==> src/rtl/wavegen_pkg.sv <==
// Shared constants and types for the DAC waveform run controller.
// Register map, waveform encodings and FSM state codes live here.
package wavegen_pkg;

    localparam int DEF_DAC_W   = 10;
    localparam int DEF_PHASE_W = 16;
    localparam int DEF_BURST_W = 16;
    localparam int CFG_AW      = 2;
    localparam int CFG_DW      = 16;

    typedef enum logic [1:0] {
        WAVE_SAW = 2'd0,
        WAVE_TRI = 2'd1,
        WAVE_SQR = 2'd2,
        WAVE_DC  = 2'd3
    } wave_e;

    localparam logic [CFG_AW-1:0] ADDR_WAVE  = 2'd0;
    localparam logic [CFG_AW-1:0] ADDR_STEP  = 2'd1;
    localparam logic [CFG_AW-1:0] ADDR_BURST = 2'd2;
    localparam logic [CFG_AW-1:0] ADDR_SCALE = 2'd3;

    localparam logic [0:0] ST_IDLE = 1'b0;
    localparam logic [0:0] ST_RUN  = 1'b1;

endpackage

==> src/rtl/wavegen_if.sv <==
// Config register write port: valid/ready with address and data.
// Host side is the master, the controller is the slave.
interface wavegen_if;
    import wavegen_pkg::*;

    logic              cfg_valid;
    logic              cfg_ready;
    logic [CFG_AW-1:0] cfg_addr;
    logic [CFG_DW-1:0] cfg_wdata;

    modport master (
        output cfg_valid,
        output cfg_addr,
        output cfg_wdata,
        input  cfg_ready
    );

    modport slave (
        input  cfg_valid,
        input  cfg_addr,
        input  cfg_wdata,
        output cfg_ready
    );

endinterface

==> src/rtl/wave_shaper.sv <==
// Combinational shaper: maps accumulator phase to a DAC sample,
// then applies the amplitude right-shift from SCALE.
module wave_shaper
    import wavegen_pkg::*;
#(
    parameter int DAC_W   = DEF_DAC_W,
    parameter int PHASE_W = DEF_PHASE_W
) (
    input  logic [PHASE_W-1:0] phase,
    input  wave_e              wave,
    input  logic [DAC_W+1:0]   scale,
    output logic [DAC_W-1:0]   sample
);

    logic [DAC_W-1:0] shape;
    logic [DAC_W-1:0] ramp;
    logic             unused_phase;

    // Triangle folds the lower half-period ramp on the phase MSB
    assign ramp = phase[PHASE_W-2 -: DAC_W];

    always_comb begin
        shape = '0;
        unique case (wave)
            WAVE_SAW: shape = phase[PHASE_W-1 -: DAC_W];
            WAVE_TRI: shape = phase[PHASE_W-1] ? ~ramp : ramp;
            WAVE_SQR: shape = phase[PHASE_W-1] ? '0 : '1;
            WAVE_DC:  shape = scale[DAC_W-1:0];
            default:  shape = '0;
        endcase
    end

    assign sample = shape >> scale[DAC_W+1:DAC_W];

    assign unused_phase = ^phase[PHASE_W-DAC_W-2:0];

endmodule

==> src/rtl/wavegen_ctrl.sv <==
// DAC waveform run controller: config registers, IDLE/RUN sequencing,
// phase accumulator, burst period counter and registered DAC output.
module wavegen_ctrl
    import wavegen_pkg::*;
#(
    parameter int DAC_W   = DEF_DAC_W,
    parameter int PHASE_W = DEF_PHASE_W,
    parameter int BURST_W = DEF_BURST_W
) (
    input  logic             dac_clk,
    input  logic             dac_rst_n,
    wavegen_if.slave         cfg,
    input  logic             start,
    input  logic             stop,
    output logic             busy,
    output logic             done,
    output logic [DAC_W-1:0] dac_data
);

    logic [0:0]         state;
    wave_e              wave;
    logic [PHASE_W-1:0] step;
    logic [BURST_W-1:0] burst;
    logic [DAC_W+1:0]   scale;

    logic [PHASE_W-1:0] phase;
    logic [BURST_W-1:0] bcnt;
    logic [PHASE_W:0]   sum;
    logic               carry;
    logic               burst_end;
    logic               cfg_fire;
    logic [DAC_W-1:0]   sample;

    assign cfg.cfg_ready = (state == ST_IDLE);
    assign busy          = (state == ST_RUN);
    assign cfg_fire      = cfg.cfg_valid & cfg.cfg_ready;

    assign sum       = {1'b0, phase} + {1'b0, step};
    assign carry     = sum[PHASE_W];
    assign burst_end = carry && (burst != '0)
                       && (bcnt == burst - BURST_W'(1));

    wave_shaper #(
        .DAC_W   (DAC_W),
        .PHASE_W (PHASE_W)
    ) u_shaper (
        .phase  (phase),
        .wave   (wave),
        .scale  (scale),
        .sample (sample)
    );

    always_ff @(posedge dac_clk or negedge dac_rst_n) begin
        if (!dac_rst_n) begin
            wave  <= WAVE_SAW;
            step  <= '0;
            burst <= '0;
            scale <= '0;
        end else if (cfg_fire) begin
            unique case (cfg.cfg_addr)
                ADDR_WAVE:  wave  <= wave_e'(cfg.cfg_wdata[1:0]);
                ADDR_STEP:  step  <= cfg.cfg_wdata[PHASE_W-1:0];
                ADDR_BURST: burst <= cfg.cfg_wdata[BURST_W-1:0];
                ADDR_SCALE: scale <= cfg.cfg_wdata[DAC_W+1:0];
                default:    ;
            endcase
        end
    end

    always_ff @(posedge dac_clk or negedge dac_rst_n) begin
        if (!dac_rst_n) begin
            state    <= ST_IDLE;
            phase    <= '0;
            bcnt     <= '0;
            done     <= 1'b0;
            dac_data <= '0;
        end else begin
            done <= 1'b0;
            unique case (state)
                ST_IDLE: begin
                    if (start && !stop) begin
                        state <= ST_RUN;
                        phase <= '0;
                        bcnt  <= '0;
                    end
                end
                ST_RUN: begin
                    phase <= sum[PHASE_W-1:0];
                    // An abort outranks a burst end on the same edge
                    if (stop) begin
                        state    <= ST_IDLE;
                        dac_data <= '0;
                    end else if (burst_end) begin
                        state    <= ST_IDLE;
                        done     <= 1'b1;
                        dac_data <= '0;
                    end else begin
                        dac_data <= sample;
                        if (carry) bcnt <= bcnt + BURST_W'(1);
                    end
                end
                default: state <= ST_IDLE;
            endcase
        end
    end

endmodule

==> src/flat_wrapper.sv <==
// flat-port wrapper written by rule: the top's interface ports become plain ports
module wavegen_ctrl_flat import wavegen_pkg::*;
#(
    parameter int DAC_W   = DEF_DAC_W,
    parameter int PHASE_W = DEF_PHASE_W,
    parameter int BURST_W = DEF_BURST_W
)
  (dac_clk, dac_rst_n, start, stop, busy, done, dac_data, cfg_cfg_valid, cfg_cfg_addr, cfg_cfg_wdata, cfg_cfg_ready);
  wavegen_if cfg_i ();
  input  logic dac_clk;
  input  logic dac_rst_n;
  input  logic start;
  input  logic stop;
  output logic busy;
  output logic done;
  output logic [DAC_W-1:0] dac_data;
  input wire logic [$bits(cfg_i.cfg_valid)-1:0] cfg_cfg_valid;
  input wire logic [$bits(cfg_i.cfg_addr)-1:0] cfg_cfg_addr;
  input wire logic [$bits(cfg_i.cfg_wdata)-1:0] cfg_cfg_wdata;
  output wire logic [$bits(cfg_i.cfg_ready)-1:0] cfg_cfg_ready;
  assign cfg_i.cfg_valid = cfg_cfg_valid;
  assign cfg_i.cfg_addr = cfg_cfg_addr;
  assign cfg_i.cfg_wdata = cfg_cfg_wdata;
  assign cfg_cfg_ready = cfg_i.cfg_ready;
  wavegen_ctrl #(.DAC_W(DAC_W), .PHASE_W(PHASE_W), .BURST_W(BURST_W)) u_core (.dac_clk(dac_clk), .dac_rst_n(dac_rst_n), .cfg(cfg_i), .start(start), .stop(stop), .busy(busy), .done(done), .dac_data(dac_data));
endmodule
==> config.mk <==
export PLATFORM = sky130hd
export DESIGN_NAME = wavegen_ctrl_flat
export DESIGN_NICKNAME = d
export VERILOG_FILES = /design/src/rtl/wavegen_pkg.sv /design/src/rtl/wavegen_if.sv /design/src/rtl/wave_shaper.sv /design/src/rtl/wavegen_ctrl.sv /design/src/flat_wrapper.sv
export SDC_FILE = /design/constraint.sdc
export NUM_CORES = 1
export LEC_CHECK = 0
export ABC_AREA = 1
export CAP_MARGIN = 20
export CORE_MARGIN = 2
export CORE_UTILIZATION = 49
export CTS_BUF_LIST = sky130_fd_sc_hd__clkbuf_8 sky130_fd_sc_hd__clkbuf_16
export DETAILED_ROUTE_END_ITERATION = 7
export PLACE_DENSITY = 0.81
export SLEW_MARGIN = 20
export SYNTH_ARGS = -nofsm -noshare
export SYNTH_HDL_FRONTEND = slang
export SYNTH_SLANG_ARGS = --single-unit
export TNS_END_PERCENT = 30
==> constraint.sdc <==
create_clock -name dac_clk -period 2 [get_ports dac_clk]
set_input_delay 0.3 -clock dac_clk [delete_from_list [all_inputs] [get_ports dac_clk]]
set_output_delay 0.3 -clock dac_clk [all_outputs]
set_load 0.03 [all_outputs]
* Word-level counts from Yosys, hierarchy flattened
Index checks and enable logic that the tools add are counted.
** Storage, ports and cells
- Bits in registers :: 90
- Bits of input ports :: 23
- Output and inout bits :: 13
- Logic and storage cells :: 57
** Operators by class
- $add $sub $neg :: 3
- Equal/unequal tests :: 11
- Shift-type cells :: 1
- Muxes and demuxes :: 18
- Bitwise logic cells :: 3
- Reductions and logical operators :: 12
** Operators with widths (count)
- $mux W16 :: 4
- $pmux W16 S2 :: 2
- $mux W10 :: 4
- $pmux W10 S4 :: 1
- $add A16 B16 Y17 :: 1
- $add A16 B1 Y16 const B :: 1
- $eq A16 B16 Y1 :: 1
- $reduce_bool A16 Y1 :: 1
- $sub A16 B1 Y16 const B :: 1
- $not A10 Y10 :: 1
- $shr A10 B2 Y10 :: 1
- $eq A2 B2 Y1 const B :: 4
- $ne A2 B2 Y1 const B :: 4
- $reduce_and A2 Y1 :: 4
- $mux W1 :: 6
- $eq A2 B1 Y1 const B :: 2
- $logic_not A2 Y1 :: 2
- $reduce_and A4 Y1 :: 1
- $logic_and A1 B1 Y1 :: 3
- $pmux W1 S2 :: 1
- $and A1 B1 Y1 :: 1
- $logic_not A1 Y1 :: 1
- $not A1 Y1 :: 1

* Longest topological paths before layout
- Word-level depth :: 6
- Depth in mapped cells :: 18
- Mapped depth without buffers :: 17

* By module
Synthesis repeated with hierarchy kept, for this count alone.
** Second synthesis, totals
- Cells, all modules :: 843
- Area total of the unflattened synthesis :: 5947.0 um^2
** Modules (own cells, without submodules)
- wavegen_ctrl :: times used 1, cells each 697, area an instance 5263.8 um^2, sequential area each 2252.2 um^2
- wave_shaper :: times used 1, cells each 146, area an instance 683.2 um^2, sequential area each 0.0 um^2

* Worst setup path after synthesis
OpenSTA, ideal clock, no wires.
- Kind :: reg-to-reg
- Start point :: register u_core.phase[0]
- End point :: register u_core.bcnt[4]
- Setup time :: 0.118 ns
- Data arrival time :: 2.123 ns
- Data required time :: 1.882 ns
- Setup slack :: -0.241 ns
- Stages on the path, launching flop included :: 13
- Path buffers :: 1
- Clock period less this slack :: 2.241 ns
- Cells stage by stage :: dfrtp_1 ha_1 inv_1 fa_1 nor2_2 o21ai_0 and2_1 o21ai_1 a21o_1 nand3_4 buf_6 nand3_1 nand2_1
** Between the ends
- Cells in the longest elaborated chain, start to end :: 5
- Elaborated cells between the ends (all ways) :: 6
- Classes of those cells :: add/sub: 1; eq/ne: 2; reduce/logical: 3
** RTL lines
- from (decl) :: RTL line wavegen_ctrl.sv:26 : logic [PHASE_W-1:0] phase;
- from (signal assigned) :: RTL line wavegen_ctrl.sv:88 : phase <= sum[PHASE_W-1:0];
- $add A16 B16 Y17 (*) :: RTL line wavegen_ctrl.sv:38 : assign sum = {1'b0, phase} + {1'b0, step};
- $logic_and A1 B1 Y1 :: RTL line wavegen_ctrl.sv:40 : assign burst_end = carry && (burst != '0)
- $logic_and A1 B1 Y1 :: RTL line wavegen_ctrl.sv:41 : && (bcnt == burst - BURST_W'(1));
- $ne A2 B2 Y1 (no line)
- $reduce_and A4 Y1 (no line) (*)
- to (signal assigned) :: RTL line wavegen_ctrl.sv:99 : if (carry) bcnt <= bcnt + BURST_W'(1);
- to (decl) :: RTL line wavegen_ctrl.sv:27 : logic [BURST_W-1:0] bcnt;
Mark *: on every way between the ends. The rest lies on a longest branch, timed or not.
A chain may end at the register's enable or synchronous reset.

* Final worst setup path
- Start point :: register u_core.phase[0]
- End point :: register u_core.bcnt[8]
Same word-level chain as after synthesis.

==> summary.md <==
| Metric | Value |
|---|---|
| Outcome | finished with violations |
| Failing checks | negative setup slack |
| Max_cap viols | 0 |
| Slew @ Worst Pin | 0.4376 ns |
| First-pass iteration count of the detailed router | 5 |
| Initial Utilization | 0.4959 |
| Area Overhead vs Synth | 26.40% |
| XOR/XNOR Fraction of Synth Area | 0.04467 |
| Port buffer count | 35 |
| Sequential share of power | 0.306 |
| Worst Path Max Fanout | 8 |
| Synth top area cells | dfrtp_1 38%, nand2_1 16%, o21ai_0 7.9% |
| Min cycle time layout | 2.233 ns |
| Final Util | 0.6268 |
| Largest net degree at the start of global routing | 36 |
| YS warnings | 0 |
| Share of cells above drive strength 1 | 0.1642 |
| Max frequency | 0.4478 GHz |
| Final GP Congestion | 0.9451 |
| RSZ-0062 raised after global routing | yes |
| Synth Area in Adders | 0.04382 |
| Total CTS buffers | 9 |
| 1st-iter DRT viols | 562 |
| Internal | 5.145 mW |
| Detail Placement HPWL | 12.03 mm |
| P_leak | 3.657 nW |
| Synth Instances | 830 |
| Initial antenna violation count | 0 |
| Top_reg_cell synth | dfrtp_1 |
| Synthesized net count | 873 |
| Comb power frac | 0.485 |
| Cell taking the most area after synthesis | dfrtp_1 |
| Core Box Area | 11860 um2 |
| Post-synthesis mux area share | 0.01021 |
| Mapped cell area | 5882 um2 |
| Kind of critical path | reg2reg |
| Die width | 113.6 um |
| Max Root-Sink Buffers | 2 |
| DR vias/cell | 5.348 |
| Final Max Slew Viols | 0 |
| CTS clk-pin slew, worst paths | 0.07 ns |
| Height of the die | 113.6 um |
| Seq/Total Area, Yosys | 0.3829 |
| Endpoints failing hold | 0 |
| Setup slack after layout | -0.2333 ns |
| TritonCTS clock tree | built |
| HP Class | in2async |
| Post-synth cell types | 41 |
| Grt total ovfl | 0 |
| Compound-Gate Fraction of Synth Area | 0.1217 |
| CP Capture Type | flop |
| Post-synth EDFFs | 0 |
| Routed len/inst | 14.66 um |
| Most numerous cell in the Yosys netlist | nand2_1 |
| Main combinational cell family by area after synthesis | simple AND/OR/NAND/NOR gates |
| # IOs | 36 |
| Num rows | 40 |
| Routed Antenna Nets | 0 |
| Final antenna diode count | 0 |
| Minimum hold slack | 0.4146 ns |
| Final clock skew | 0.01131 ns |
| Synthesis-stage register bit count | 90 |
| Clock group share of total power | 0.209 |
| Rel. slew slack | 0.7062 |
| Pwr Density | 1162 nW/um2 |
| Synth top cells by count | 254 x nand2_1, 93 x o21ai_0, 90 x dfrtp_1 |
| Vias in the first global route | 5240 |
| Worst EP arrival | 2.46 ns |
| Worst Setup Start Kind | flop |
| Post-synth top area share | 0.3829 |
| Final net count | 976 |
| Clk_lat worst skew | 0.35 ns |
| Syn Area/Cell | 7.087 um2 |
| Final routed DRC violation total | 0 |
| Global-route wire length before repair | 26.39 mm |
| Worst Path Required | 2.23 ns |
| Gr usage total | 0.2563 |
| H-tree depth | 3 |
| # clock sinks | 90 |
| Net Sw Frac | 0.4044 |
| Post-synth ARST share | 1.000 |
| Die area | 12900 um2 |
| Drt total wl | 15.90 mm |
| Via count | 5803 |
| Fin crit share | 1.117 |
| Setup-failing EPs final | 30 |
| Synth Area in Simple Gates | 0.3246 |
| Net Sw Power | 3.494 mW |
| Clk root buf | clkbuf_16 |
| Worst vdd ir | 479.0 uV |
==> layout by cell type (no fill, tap or decap), drive strengths merged <==
master and count:
buf 77, a21o 4, a32oi 1, dlygate4sd3 1, nor3b 2, nor4 3
nand4 2, fa 1, a21boi 5, nand3b 5, xnor2 6, clkbuf 12
ha 19, or2 3, dfrtp 90, o211ai 2, a22oi 1, nor2 88
o22ai 3, inv 90, o21ai 94, xor2 24, nand3 69, nor3 9
clkdlybuf4s50 33, and2 1, mux2i 6, clkinvlp 1, bufinv 1, clkinv 2
a21oi 17, a31oi 2, nand2 261, a31o 1, a22o 2
==> power groups by stage <==
stage               Combinational (mW)  Sequential [mW]  Clock (mW)
CTS                               4.04             2.62        1.80
global placement                  3.88             2.63           0
global route                      4.68             2.69        1.90
detailed placement                3.97             2.65           0
floorplan                         2.33             2.73           0
finish                            4.19             2.64        1.81
==> final timing paths <==
path / slack, ns / start / end / depth (start not counted)
setup / recovery: -0.23 / u_core.phase[0]$_DFFE_PN0P_ / u_core.bcnt[8]$_DFFE_PN0P_ / 12
hold / removal: 0.41 / dac_rst_n / u_core.phase[3]$_DFFE_PN0P_ / 2
setup reg to reg: -0.23 / u_core.phase[0]$_DFFE_PN0P_ / u_core.bcnt[8]$_DFFE_PN0P_ / 12
max in group asynchronous: 1.03 / dac_rst_n / u_core.done$_DFF_PN0_ / 3
hold reg to reg: 0.49 / u_core.dac_data[4]$_DFFE_PN0P_ / u_core.dac_data[4]$_DFFE_PN0P_ / 2
min in group dac_clk: 0.49 / u_core.dac_data[4]$_DFFE_PN0P_ / u_core.dac_data[4]$_DFFE_PN0P_ / 2
==> registers in the layout (all words and copies together), names as in the netlist <==
register         cells
u_core.bcnt         16
u_core.burst        16
u_core.busy          1
u_core.done          1
u_core.scale        12
u_core.step         16
u_core.dac_data     10
u_core.phase        16
u_core.wave          2
==> layer usage <==
layer  GRT usage  part of all wire
met1      0.3799              0.46
met5           0                 0
met2      0.3944              0.44
met4     0.05691             0.015
met3     0.04623             0.080
==> stage by stage <==
| stage | power [mW] | setup TNS (ns) | instances | cell area (um2) | setup WS [ns] |
|---|---|---|---|---|---|
| after CTS | 8.471 | -5.686 | 1084 | 7320 | -0.2182 |
| after global placement | 6.517 | -4.365 | 1065 | 6909 | -0.1856 |
| final | 8.639 | -4.862 | 1085 | 7435 | -0.2333 |
| after global routing | 9.266 | -8.285 | 1085 | 7435 | -0.3280 |
| after detailed placement | 6.617 | -5.564 | 1065 | 6909 | -0.2521 |
| after floorplan | 5.066 | -1.683 | 830 | 5901 | -0.09249 |
==> kinds of logic (layout without fill, tap and decap cells) <==
family / after synthesis / count (layout)
buffers and inverters: 109 / 217
flip-flops: 90 / 90
AND/OR/NAND/NOR: 443 / 443
adder cells (fa/ha/maj): 20 / 20
multiplexers: 6 / 6
XOR/XNOR: 30 / 30
AO/OA/AOI/OAI: 132 / 132
==> what timing repair did <==
item                                   in CTS  in global routing
pin swaps                                  15                  8
endpoints found under the hold margin      24                  0
buffers inserted                            1                  1
gates resized for setup                    14                 29
hold buffers                                1                  0
gates cloned                                1                  0
setup endpoints to repair                  32                 37
==> worst max-delay path, stage by stage, from the launching register on <==
cell     delay, ns
dfrtp_1       0.36
ha_2          0.19
inv_2         0.04
fa_2          0.34
nor2_2        0.10
o21ai_1       0.06
and2_4        0.15
o21ai_4       0.13
a21o_1        0.22
nand3_4       0.19
buf_12        0.20
nand3_1       0.07
nand2_1       0.06
==> final cells by class <==
class                      count  area (um2)
inverter                      90       337.8
timing repair buffer         111       967.2
clock inverter                 4       50.05
sequential                    90        2252
tap                          147       183.9
clock buffer                  12       266.5
fill                         990        4427
multi-input combinational    631        3377
(Power assumes the default switching activity.)
